[src/rtl/f_fetch.sv]
// Fetch stage: issues instruction-memory requests at pc and loads the D-stage registers.
// A word that arrives while D is stalled is parked in a one-entry buffer (HOLD) until D accepts it.
module f_fetch (
  input  logic        clk,
  input  logic        reset,
  input  logic [31:0] new_pc,
  input  logic        stall,
  output logic        imem_req,
  output logic [31:0] imem_addr,
  input  logic        imem_ack,
  input  logic [31:0] imem_rdata,
  output logic [31:0] pc,
  output logic [31:0] pc4,
  output logic [31:0] d_instr,
  output logic [31:0] d_pc,
  output logic [31:0] d_pc4,
  output logic        d_valid,
  output logic        d_adel
);

  localparam logic [31:0] RESET_PC = 32'h0000_3000;

  typedef enum logic {
    S_FETCH = 1'b0,
    S_HOLD  = 1'b1
  } state_e;

  state_e      state_q, state_d;
  logic [31:0] pc_q, pc_d;
  logic [31:0] d_instr_q, d_instr_d;
  logic [31:0] d_pc_q, d_pc_d;
  logic [31:0] d_pc4_q, d_pc4_d;
  logic        d_valid_q, d_valid_d;
  logic        d_adel_q, d_adel_d;
  logic [31:0] buf_instr_q, buf_instr_d;
  logic        buf_adel_q, buf_adel_d;

  logic        misaligned;
  logic        word_avail;
  logic [31:0] word_data;
  logic [31:0] pc_plus4;

  assign pc_plus4   = pc_q + 32'd4;
  assign misaligned = (pc_q[1:0] != 2'b00);
  // A misaligned pc never goes to memory; it yields a zero word flagged as an address error.
  assign imem_req   = (state_q == S_FETCH) && !misaligned;
  assign word_avail = (state_q == S_FETCH) && (misaligned || imem_ack);
  assign word_data  = misaligned ? 32'h0000_0000 : imem_rdata;

  always_comb begin
    state_d     = state_q;
    pc_d        = pc_q;
    d_instr_d   = d_instr_q;
    d_pc_d      = d_pc_q;
    d_pc4_d     = d_pc4_q;
    d_valid_d   = d_valid_q;
    d_adel_d    = d_adel_q;
    buf_instr_d = buf_instr_q;
    buf_adel_d  = buf_adel_q;

    case (state_q)
      S_FETCH: begin
        if (word_avail) begin
          if (!stall) begin
            d_instr_d = word_data;
            d_pc_d    = pc_q;
            d_pc4_d   = pc_plus4;
            d_adel_d  = misaligned;
            d_valid_d = 1'b1;
            pc_d      = new_pc;
          end else begin
            buf_instr_d = word_data;
            buf_adel_d  = misaligned;
            state_d     = S_HOLD;
          end
        end else if (!stall) begin
          d_valid_d = 1'b0;
        end
      end
      S_HOLD: begin
        if (!stall) begin
          d_instr_d = buf_instr_q;
          d_adel_d  = buf_adel_q;
          d_pc_d    = pc_q;
          d_pc4_d   = pc_plus4;
          d_valid_d = 1'b1;
          pc_d      = new_pc;
          state_d   = S_FETCH;
        end
      end
      default: state_d = S_FETCH;
    endcase
  end

  always_ff @(posedge clk) begin
    if (reset) begin
      state_q     <= S_FETCH;
      pc_q        <= RESET_PC;
      d_instr_q   <= 32'h0;
      d_pc_q      <= 32'h0;
      d_pc4_q     <= 32'h0;
      d_valid_q   <= 1'b0;
      d_adel_q    <= 1'b0;
      buf_instr_q <= 32'h0;
      buf_adel_q  <= 1'b0;
    end else begin
      state_q     <= state_d;
      pc_q        <= pc_d;
      d_instr_q   <= d_instr_d;
      d_pc_q      <= d_pc_d;
      d_pc4_q     <= d_pc4_d;
      d_valid_q   <= d_valid_d;
      d_adel_q    <= d_adel_d;
      buf_instr_q <= buf_instr_d;
      buf_adel_q  <= buf_adel_d;
    end
  end

  assign imem_addr = pc_q;
  assign pc        = pc_q;
  assign pc4       = pc_plus4;
  assign d_instr   = d_instr_q;
  assign d_pc      = d_pc_q;
  assign d_pc4     = d_pc4_q;
  assign d_valid   = d_valid_q;
  assign d_adel    = d_adel_q;

endmodule

[config.mk]
export PLATFORM = sky130hd
export DESIGN_NAME = f_fetch
export DESIGN_NICKNAME = d
export VERILOG_FILES = /design/src/rtl/f_fetch.sv
export SDC_FILE = /design/constraint.sdc
export NUM_CORES = 1
export LEC_CHECK = 0
export CORE_MARGIN = 10
export CORE_UTILIZATION = 41
export CTS_CLUSTER_SIZE = 28
export DETAILED_ROUTE_END_ITERATION = 10
export GPL_ROUTABILITY_DRIVEN = 1
export PLACE_DENSITY_LB_ADDON = 0.1
export SLEW_MARGIN = 20
export SYNTH_ARGS = -nofsm -noshare
export SYNTH_HDL_FRONTEND = slang
export SYNTH_SLANG_ARGS = --single-unit
[constraint.sdc]
create_clock -name clk -period 1.7 [get_ports clk]
set_input_delay 0.17 -clock clk [delete_from_list [all_inputs] [get_ports clk]]
set_output_delay 0.17 -clock clk [all_outputs]
set_load 0.005 [all_outputs]
=== After elaboration in Yosys (flattened, before gate mapping) ===
Cells that the tools add are included.

* Bits in registers: 164
* Bits of input ports: 68
* Output and inout bits: 195
* Word-level logic and storage cells: 47

* Add/subtract/negate cells: 1
* Eq/ne operators: 4
* Muxes and demuxes: 25
* Bitwise gates (word level): 1
* Reductions and logical operators: 7

{| class="wikitable"
|+ Operator list
! kind !! count
|-
| 32-bit 2-to-1 mux || 10
|-
| 32-bit case mux with 2 select lines || 4
|-
| 32-bit by 3-bit adder with 32-bit output, second input constant || 1
|-
| 1-bit 2-to-1 mux || 8
|-
| 2-bit inequality test, second input constant || 3
|-
| 1-bit case mux with 2 select lines || 3
|-
| 3-bit AND reduction || 2
|-
| 3-bit inequality test, second input constant || 1
|-
| 1-bit logical AND || 2
|-
| 2-bit nonzero test || 1
|-
| 1-bit zero test || 1
|-
| 1-bit logical OR || 1
|-
| 1-bit inverter || 1
|}

=== Longest topological paths before layout ===
Gate-level depths: netlist of the first run.

* Depth after elaboration: 5
* Gate-level depth with buffers: 7
* Depth with buffers taken out: 5

=== Worst setup path after synthesis of the first run ===
OpenSTA, ideal clock, no wires.

* Path type: flip-flop to flip-flop
* Start point: register pc_q[2], in the netlist imem_addr[2]
* End point: register d_pc4_q[20], in the netlist d_pc4[20]
* Library setup time: 0.091 ns
* Arrival time: 1.777 ns
* Required time: 1.609 ns
* Slack: -0.168 ns
* Stages on the path, launching flop included: 7
* Buffers on the path: 1
* Clock period less this slack: 1.868 ns
* Cell sequence: dfxtp_1 > ha_1 > and3_1 > nand3_4 > buf_6 > or4_4 > a311oi_1

* Longest elaborated chain between the ends: 4

{| class="wikitable"
|+ Ends and longest elaborated chain
! element !! line !! text
|-
| from (decl) || 29 || <nowiki>logic [31:0] pc_q, pc_d;</nowiki>
|-
| from (signal assigned) || 108 || <nowiki>pc_q <= pc_d;</nowiki>
|-
| 32-bit by 3-bit adder with 32-bit output (*) || 43 || <nowiki>assign pc_plus4 = pc_q + 32'd4;</nowiki>
|-
| 32-bit 2-to-1 mux (*) || 64, 81 ||
|-
| 32-bit 2-to-1 mux || 63 || <nowiki>if (word_avail) begin</nowiki>
|-
| 32-bit case mux with 2 select lines (*) || 61 || <nowiki>case (state_q)</nowiki>
|-
| to (signal assigned) || 111 || <nowiki>d_pc4_q <= d_pc4_d;</nowiki>
|-
| to (decl) || 32 || <nowiki>logic [31:0] d_pc4_q, d_pc4_d;</nowiki>
|}

Every way passes the cells marked *; elsewhere a longest branch is shown, timed or not. The select of a mux whose other input is x is not followed.
A chain may end at the register's enable or synchronous reset.

=== Worst setup path in the final report of the first run ===
* Start point: register pc_q[11], in the netlist imem_addr[11]
* End point: output port pc4[29]

* Longest elaborated chain between the ends: 1

{| class="wikitable"
|+ Ends and longest elaborated chain
! element !! line !! text
|-
| 32-bit by 3-bit adder with 32-bit output || 43 ||
|-
| to (decl) || 13 || <nowiki>output logic [31:0] pc4,</nowiki>
|}

No other way between the ends.

==> reports/metrics.cfg, run 1 <==
[outcome]
status=complete, but fails checks
violations=negative setup slack

[place]
port_buffers=262
gp_congestion=0.8192
placed_area_sq_um=10560
dp_hpwl_mm=18.57

[hold_path]
hp-class=in2reg

[finish]
final_nets=1296
fillCellCount=1326
fin_util_pct=72.30
layout-drive-gt1-share_pct=30.08
area_growth_pct=73.10
fin_area_sq_um=12460

[timing]
hold_slack_ns=0.06894
worstMarginPinSlew_ns=0.4581
setup_viol_count_final=45
rsz0062_at_grt=yes
skew_ns=0.01121
fin_setup_tns_ns=-11.47
drv_slew=0
finalWorstSetupSlack_ns=-0.5724
hold_violations=0
fin_crit_ns=2.272
fmax_ghz=0.4401
period_share_pct=133.7
max_slew_margin_pct=69.27

[detailed_routing]
drt_wl_total_mm=29.32
ant_nets=0
vias=7940
drt_iter0_markers=488
dr.pass1.iters=5
routed_via_density=5.416
drc_errors=0
routedWlPerCell_microns=20.00

[logic_synthesis]
post_synth.cell_area_avg_sq_um=8.144
synthTopCellsByArea=dfxtp_1 45%, nand2_1 9.6%, a21oi_1 6.7%, buf_4 4.2%, a211oi_1 3.5%
syn_nets=953
ys_top_cells_by_count=185 x nand2_1, 162 x dfxtp_1, 96 x a21oi_1
yosysMostFrequentCell=nand2_1
synth_top_area_share_pct=45.05
synthFlopType=dfxtp_1
synthArstFlopShare_pct=0
ys_ff_latch=162
synth_edf_count=0
synth_area_sq_um=7199
synth_cells=884
synth_cell_types=47
yosys.area.top_type=dfxtp_1
seq_area_frac_synth_pct=45.05
ys_warn_count=0

[pwr]
vdd_drop_max_mv=0.7712
power.leakage_nw=4.930
powerDensity_nw_per_um2=822.4

[setup_path]
cp_data_arrival_time_ns=2.10
cp_slowest_cell=or4b_4
worstSetupPathType=reg2out
crit_family=simple AND/OR/NAND/NOR gates
cpPeakStageDelay_ns=0.47
path_cells=buf_6, nand4_1, buf_4, buf_4, nor2_2, or4b_4, nand2_2, buf_6
cp-end-kind=output pin
worstPathRequired_ns=1.53
worstPathBufferInverterCount=4
cp-start-kind=flop
cp_max_fo=3

[clocking]
htree_levels=4
cts_sinks=162
cts_root_buf=clkbuf_16
cts_tree=built
clk_pin_slew_ns=0.07
cts_made_buffers=17
clockBufferDepth=2
clkLatencyLatePin_ns=0.43

[floorplan]
die_y_microns=152.5
rows=48
dieArea_sq_um=23260
start_util_pct=41.77
ios=263
design.core.area_sq_um=17240
die_width_microns=152.5

[global_routing]
grt_pass1_wl_mm=41.54
track_usage_pct=21.60
grt_pass1_vias=7264
grt_max_degree=77
grt_overflow=0
antenna_found_initial=1

[job]
drv_cap=0

==> power by group <==
part / leakage (nW) / internal, W / total [W] / switching (W)
Clock: 0.270 / 0.00210 / 0.00374 / 0.00164
Combinational: 3.33 / 0.00126 / 0.00233 / 0.00107
Sequential: 1.34 / 0.00404 / 0.00418 / 0.000143
==> cell usage in the layout (no fill, tap or decap), types with 5 or more instances in the layout <==
| cell type | count |
|---|---|
| nand4_1 | 39 |
| nor2_2 | 14 |
| dfxtp_1 | 141 |
| xnor2_2 | 5 |
| clkbuf_16 | 25 |
| buf_12 | 14 |
| clkdlybuf4s50_1 | 218 |
| buf_4 | 109 |
| buf_2 | 18 |
| nor2_1 | 39 |
| o21a_1 | 16 |
| nand2_1 | 169 |
| and4_4 | 5 |
| buf_6 | 51 |
| nor3b_1 | 31 |
| a21oi_1 | 88 |
| o21ai_0 | 8 |
| a211oi_1 | 33 |
| o31ai_2 | 7 |
| dfxtp_2 | 18 |
| a21oi_2 | 8 |
| a311oi_2 | 9 |
| or4_4 | 9 |
| nor3_1 | 34 |
| nand2_2 | 13 |
| inv_1 | 6 |
| nand3_4 | 6 |
| dlygate4sd2_1 | 12 |
==> area by class of cell <==
| type | count | area (sq um) | area share (%) |
|---|---|---|---|
| timing repair buffer | 440 | 4403 | 35.33 |
| clock buffer | 21 | 460.4 | 3.695 |
| antenna | 1 | 2.502 | 0.02008 |
| inverter | 6 | 22.52 | 0.1807 |
| clock inverter | 11 | 106.4 | 0.8534 |
| multi-input combinational | 600 | 3909 | 31.37 |
| sequential | 162 | 3277 | 26.30 |
| tap | 225 | 281.5 | 2.259 |
==> layer usage <==
metal	wire (microns)	part of all wire [%]	GRT usage, %
met3	2148	7.3	7.028
met1	11730	40	24.73
met4	622	2.1	5.586
met5	0	0	0
met2	14820	51	37.85
==> kinds of logic after synthesis <==
kind of cell,synth area share [%]
mux,0.4171
compound gates,15.66
flops,45.05
simple gates,27.41
xor+xnor,1.703
buf+inv,9.593
fa+ha+maj,0.1738
==> stage by stage <==
| step | std cells | setup slack [ns] | total power [W] |
|---|---|---|---|
| floorplan | 884 | -0.002339 | 0.005117 |
| global placement | 1375 | -0.4585 | 0.006251 |
| detailed placement | 1375 | -0.4747 | 0.006274 |
| CTS | 1441 | -0.5658 | 0.01002 |
| global route | 1466 | -0.6353 | 0.01064 |
| finish | 1466 | -0.5724 | 0.01025 |
==> timing repair <==
action / 4_1_cts / 5_1_grt
hold endpoints to repair: 0 / 0
cloned: 3 / 11
hold buffers: 0 / 0
pin swaps: 42 / 43
buffers inserted: 32 / 21
gates resized for setup: 205 / 104
endpoints found under the setup margin: 96 / 104
==> sequential cells by signal, summed over array words and instances, names as in the netlist <==
| name | count |
|---|---|
| state_q | 1 |
| imem_addr | 32 |
| d_adel | 1 |
| buf_adel_q | 1 |
| d_pc4 | 32 |
| buf_instr_q | 32 |
| d_valid | 1 |
| d_instr | 32 |
| d_pc | 30 |
==> final timing paths <==
check	startpoint	end	cells past startpoint	slack, ns
max	imem_addr[11]$_SDFFE_PP0P_	pc4[29]	8	-0.57
min	reset	imem_addr[31]$_SDFFE_PP0P_	2	0.07
max reg2reg	imem_addr[11]$_SDFFE_PP0P_	d_pc4[29]$_SDFFE_PP0P_	9	-0.22
min reg2reg	d_pc[19]$_SDFFE_PP0P_	d_pc[19]$_SDFFE_PP0P_	2	0.45
No activity file was read; power rests on OpenSTA's default activity.
==> run 2: changes to the inputs <==
--- a/config.mk
+++ b/config.mk
@@ -10,7 +10,7 @@
 export CTS_CLUSTER_SIZE = 28
 export DETAILED_ROUTE_END_ITERATION = 10
 export GPL_ROUTABILITY_DRIVEN = 1
-export PLACE_DENSITY_LB_ADDON = 0.1
+export PLACE_DENSITY_LB_ADDON = 0.25
 export SLEW_MARGIN = 20
 export SYNTH_ARGS = -nofsm -noshare
 export SYNTH_HDL_FRONTEND = slang
==> run 2 against run 1 <==
  * The flow still finishes with violations (negative setup slack)
  * Die area unchanged
  * Worst hold slack improved by 0.099 ns
  * Largest cell class unchanged
  * Design area down 0.25%
  * Clock-buffer cell count unchanged
  * Critical path type unchanged
  * Sequential share of layout area rose by 0.14 points
  * Worst setup slack worse by 0.028 ns
  * Via count increased by 3.8%
  * Global-route usage rose by 1.1 points
==> reports/metrics.cfg, run 2 (synthesis gave the netlist of run 1 again) <==
[outcome]
violations=negative setup slack
status=complete, but fails checks

[finish]
area_growth_pct=72.66
final_nets=1288
layout-drive-gt1-share_pct=28.08
layout_commonest_cell=clkdlybuf4s50_1
layout_common_cells=218 x clkdlybuf4s50_1, 172 x nand2_1, 136 x dfxtp_1
fillCellCount=1220
fin_area_sq_um=12430

[global_routing]
track_usage_pct=22.66
antenna_found_initial=2
grt_pass1_wl_mm=43.83
grt_max_degree=54
grt_pass1_vias=7729
grt_overflow=0

[setup_path]
cp-start-kind=flop
worstRegToRegCells=6
cp_max_fo=5
endpoint=pc4[28]
cp_slowest_cell=dfxtp_2
reg2reg_from=imem_addr[12]$_SDFFE_PP1P_
crit_start=imem_addr[13]$_SDFFE_PP1P_
rr_endpoint=d_pc4[28]$_SDFFE_PP0P_
cp_data_arrival_time_ns=2.13
path_cells=and4_4, buf_6, nand4_4, buf_6, buf_4, o31ai_4, nand2_2, buf_6
crit_top_cell=buf_6
worstPathRequired_ns=1.53
cpPeakStageDelay_ns=0.35
worstSetupPathType=reg2out
regToRegSetupSlack_ns=-0.15
cp-end-kind=output pin

[detailed_routing]
ant_nets=0
drt_iter0_markers=673
routed_via_density=5.648
drc_errors=0
dr.pass1.iters=6
vias=8241
drt_wl_total_mm=31.70
routedWlPerCell_microns=21.73

[place]
placed_area_sq_um=10420
gp_congestion=0.8738
port_buffers=262
dp_hpwl_mm=18.39

[timing]
skew_ns=0.01699
drv_slew=0
fin_crit_ns=2.300
finalWorstSetupSlack_ns=-0.5999
setup_viol_count_final=43
worstMarginPinSlew_ns=0.5276
max_slew_margin_pct=64.76
hold_violations=0
period_share_pct=135.3
rsz0062_at_grt=yes
fmax_ghz=0.4348

[job]
drv_cap=0

[floorplan]
rows=48
die_y_microns=152.5
design.core.area_sq_um=17240
die_width_microns=152.5
ios=263
start_util_pct=41.77
dieArea_sq_um=23260

[pwr]
powerDensity_nw_per_um2=860.7
power.leakage_nw=4.966
vdd_drop_max_mv=0.7273
power.total_w=0.01070

[clocking]
cts_root_buf=clkbuf_16
cts_sinks=162
cts_made_buffers=17
clockBufferDepth=2
clkLatencyLatePin_ns=0.43
cts_tree=built
htree_levels=4
clk_pin_slew_ns=0.07

[hold_path]
hold-path-cell-count=2
hp-class=in2reg

-- run 2: changes by cell type in the layout (fill, tap and decap cells not counted), moves of 6 or more --
cell / change
nor2_2: -13
dlygate4sd2_1: -8
dlymetal6s2s_1: +7
a21oi_2: -6
buf_4: -10
buf_6: +10
a21oi_1: +6
nor2_1: +15
-- run 2: power by group --
part	internal [W]	total (W)	switching (W)
Combinational	0.00121	0.00228	0.00107
Sequential	0.00404	0.00419	0.000149
Clock	0.00259	0.00423	0.00164
Total	0.00784	0.0107	0.00286
-- run 2: layer usage --
layer	vias up	part of all wire, %	routed length, microns	track usage [%]
met3	127	9.5	3024	7.056
met5	-	0.041	13	0
met4	2	4.8	1535	7.947
li1	3723	-	-	-
met2	483	48	15260	38.29
met1	3906	37	11870	26.51
-- run 2: critical path: cells and delay by family (launching register included) --
family / cells / cell delay [ns]
and+or+nand+nor: 3 / 0.52
AOI/OAI and AO/OA: 1 / 0.29
buffers and inverters: 4 / 0.54
DFF: 1 / 0.35
-- run 2: worst min-delay path by stage --
stage,startpoint,endpoint,slack (ns)
after global routing,reset,d_pc[17]$_SDFFE_PP0P_,0.17
after detailed placement,buf_instr_q[22]$_SDFFE_PP0P_,buf_instr_q[22]$_SDFFE_PP0P_,0.45
after global placement,d_pc[26]$_SDFFE_PP0P_,d_pc[26]$_SDFFE_PP0P_,0.44
final,reset,d_pc[17]$_SDFFE_PP0P_,0.17
after CTS,reset,d_pc[19]$_SDFFE_PP0P_,0.14
after floorplan,new_pc[13],imem_addr[13]$_SDFFE_PP1P_,0.29
-- run 2: timing repair --
item	CTS	global route
hold buffers	0	0
pin swaps	38	43
resized for setup	205	107
buffers inserted	34	32
cloned	2	7
endpoints found under the setup margin	50	71
-- run 2: stage by stage --
| stage | util [%] | hold WS, ns | setup TNS [ns] | instances | setup WS (ns) |
|---|---|---|---|---|---|
| after detailed placement | 60.44 | 0.4461 | -32.03 | 1360 | -0.5187 |
| after global placement | 60.44 | 0.4407 | -31.24 | 1360 | -0.5011 |
| after CTS | 67.81 | 0.1413 | -9.469 | 1428 | -0.5544 |
| after global routing | 72.10 | 0.1687 | -14.49 | 1458 | -0.6552 |
| final | 72.12 | 0.1680 | -11.74 | 1459 | -0.5999 |
| after floorplan | - | 0.2942 | -0.002339 | 884 | -0.002339 |
-- run 2: cell type report --
class	count	area [sq um]	area share [%]
multi-input cells	599	3814	30.68
diodes	2	5.005	0.04026
clock buffers	21	470.5	3.785
repair buffers	433	4377	35.21
inverters	6	22.52	0.1812
clock inverters	11	175.2	1.409
flip-flops and latches	162	3286	26.43
well taps	225	281.5	2.265
==> run 3: changes to the inputs <==
--- a/config.mk
+++ b/config.mk
@@ -11,6 +11,7 @@
 export DETAILED_ROUTE_END_ITERATION = 10
 export GPL_ROUTABILITY_DRIVEN = 1
 export PLACE_DENSITY_LB_ADDON = 0.25
+export SKIP_LAST_GASP = 1
 export SLEW_MARGIN = 20
 export SYNTH_ARGS = -nofsm -noshare
 export SYNTH_HDL_FRONTEND = slang
==> run 3 against run 2 <==
  * The flow still finishes with violations (negative setup slack)
  * Flip-flop and latch count unchanged
  * Critical path depth did not move
  * Global-route usage decreased by 0.30 points
  * Clock skew fell by 0.0043 ns
  * Largest cell class unchanged
==> reports/metrics.cfg, run 3 (synthesis gave the netlist of run 1 again) <==
[outcome]
status=complete, but fails checks
violations=negative setup slack

[clocking]
clockBufferDepth=2
cts_root_buf=clkbuf_16
cts_sinks=162
clkLatencyLatePin_ns=0.42
htree_levels=4
holdBufCountCts=0
cts_made_buffers=17
cts_tree=built
clk_pin_slew_ns=0.07

[floorplan]
die_y_microns=152.5
design.core.area_sq_um=17240
ios=263
dieArea_sq_um=23260
die_width_microns=152.5
start_util_pct=41.77
rows=48

[detailed_routing]
drt_iter0_markers=580
drc_errors=0
dr.pass1.iters=7
routed_via_density=5.528
vias=7994
drt_wl_total_mm=29.12
routedWlPerCell_microns=20.14
ant_nets=0

[finish]
layout_commonest_cell=clkdlybuf4s50_1
area_growth_pct=67.55
fillCellCount=1289
seq_area_sq_um=3283
layout_common_cells=220 x clkdlybuf4s50_1, 175 x nand2_1, 136 x dfxtp_1
final_nets=1276
multi_input_area_sq_um=3726
layout-drive-gt1-share_pct=26.64

[timing]
rsz0062_at_grt=yes
hold_violations=0
fmax_ghz=0.4330
max_slew_margin_pct=70.53
setup_viol_count_final=46
hold_slack_ns=0.1741
skew_ns=0.01271
period_share_pct=135.9
fin_crit_ns=2.310
worstMarginPinSlew_ns=0.4411
drv_slew=0
finalWorstSetupSlack_ns=-0.6097

[global_routing]
grt_pass1_vias=7656
antenna_found_initial=2
track_usage_pct=22.36
grt_pass1_wl_mm=43.28
grt_overflow=0
grt_max_degree=54

[setup_path]
cp_data_arrival_time_ns=2.14
cp-start-kind=flop
cp_max_fo=5
cp_slowest_cell=dfxtp_2
cp-end-kind=output pin
worstSetupPathType=reg2out
path_cells=and4_4, buf_12, nand4_4, buf_6, buf_4, o31ai_2, nand2_2, buf_6
cpPeakStageDelay_ns=0.34
crit_top_cell=buf_6
worstPathRequired_ns=1.53

[place]
port_buffers=262
pre_cts_ws_ns=-0.5187
dp_hpwl_mm=18.39
gp_congestion=0.8738

[pwr]
power.leakage_nw=4.823
powerDensity_nw_per_um2=873.3
vdd_drop_max_mv=0.7272

[job]
drv_cap=0

[hold_path]
hp-class=in2reg

[run 3: changes by cell type in the layout (fill, tap and decap cells not counted), moves of 2 or more]
cell and change:
buf_2 +3, clkbuf_16 -4, nand3_2 -2, nand2_1 +3, a21oi_1 +2, buf_4 +7
clkdlybuf4s50_1 +2, buf_12 -4, buf_6 -14, a21oi_2 -2, nand3_1 +2
[run 3: final cells by class]
class                           count  area share [%]
Clock buffer                       21           3.900
Clock inverter                     11           1.452
Antenna cell                        1         0.02074
Tap cell                          225           2.334
Timing Repair Buffer              421           34.00
Multi-Input combinational cell    599           30.89
Inverter                            6          0.1867
Sequential cell                   162           27.22
[run 3: worst paths after layout]
path                             to  slack (ns)                  startpoint  cells after the start
min           d_pc[17]$_SDFFE_PP0P_        0.17                       reset                      2
max reg2reg  d_pc4[28]$_SDFFE_PP0P_       -0.17  imem_addr[11]$_SDFFE_PP0P_                      6
min reg2reg   d_pc[28]$_SDFFE_PP0P_        0.45       d_pc[28]$_SDFFE_PP0P_                      2
max                         pc4[28]       -0.61  imem_addr[21]$_SDFFE_PP0P_                      8
[run 3: repair_timing]
item / CTS / global route
gates resized for setup: 194 / 76
cloned: 2 / 3
pin swaps: 36 / 38
setup buffers: 34 / 23
setup endpoints to repair: 50 / 70
[run 3: where the power goes]
part	switching [W]	internal (W)	leakage, nW
logic	0.00100	0.00113	3.18
clock network	0.00163	0.00259	0.310
registers	0.000144	0.00404	1.34
total	0.00277	0.00776	4.82
[run 3: worst max-delay path, delay by kind of cell, from the launching register on]
family | cells | cell delay [ns]
AND/OR/NAND/NOR | 3 | 0.53
flip-flops | 1 | 0.34
AO/OA/AOI/OAI | 1 | 0.30
buffers and inverters | 4 | 0.54
[run 3: per-stage QoR]
step                      setup TNS (ns)  power, W  cells  instance area [sq um]  util, %
after floorplan                -0.002339  0.005117    884                   7263        -
after global placement            -31.24  0.006218   1360                  10420    60.44
after CTS                         -9.622   0.01043   1428                  11650    67.57
after detailed placement          -32.03  0.006242   1360                  10420    60.44
final                             -11.70   0.01053   1446                  12060    69.98
after global routing              -14.50   0.01092   1446                  12060    69.98
[run 3: layer usage]
layer  track usage [%]  up-vias  share of wire, %
met1             26.41     3824                39
met3             6.887       76               8.6
li1                  -     3702                 -
met5                 0        -             0.045
met4             7.584        2               3.1
met2             37.65      390                49
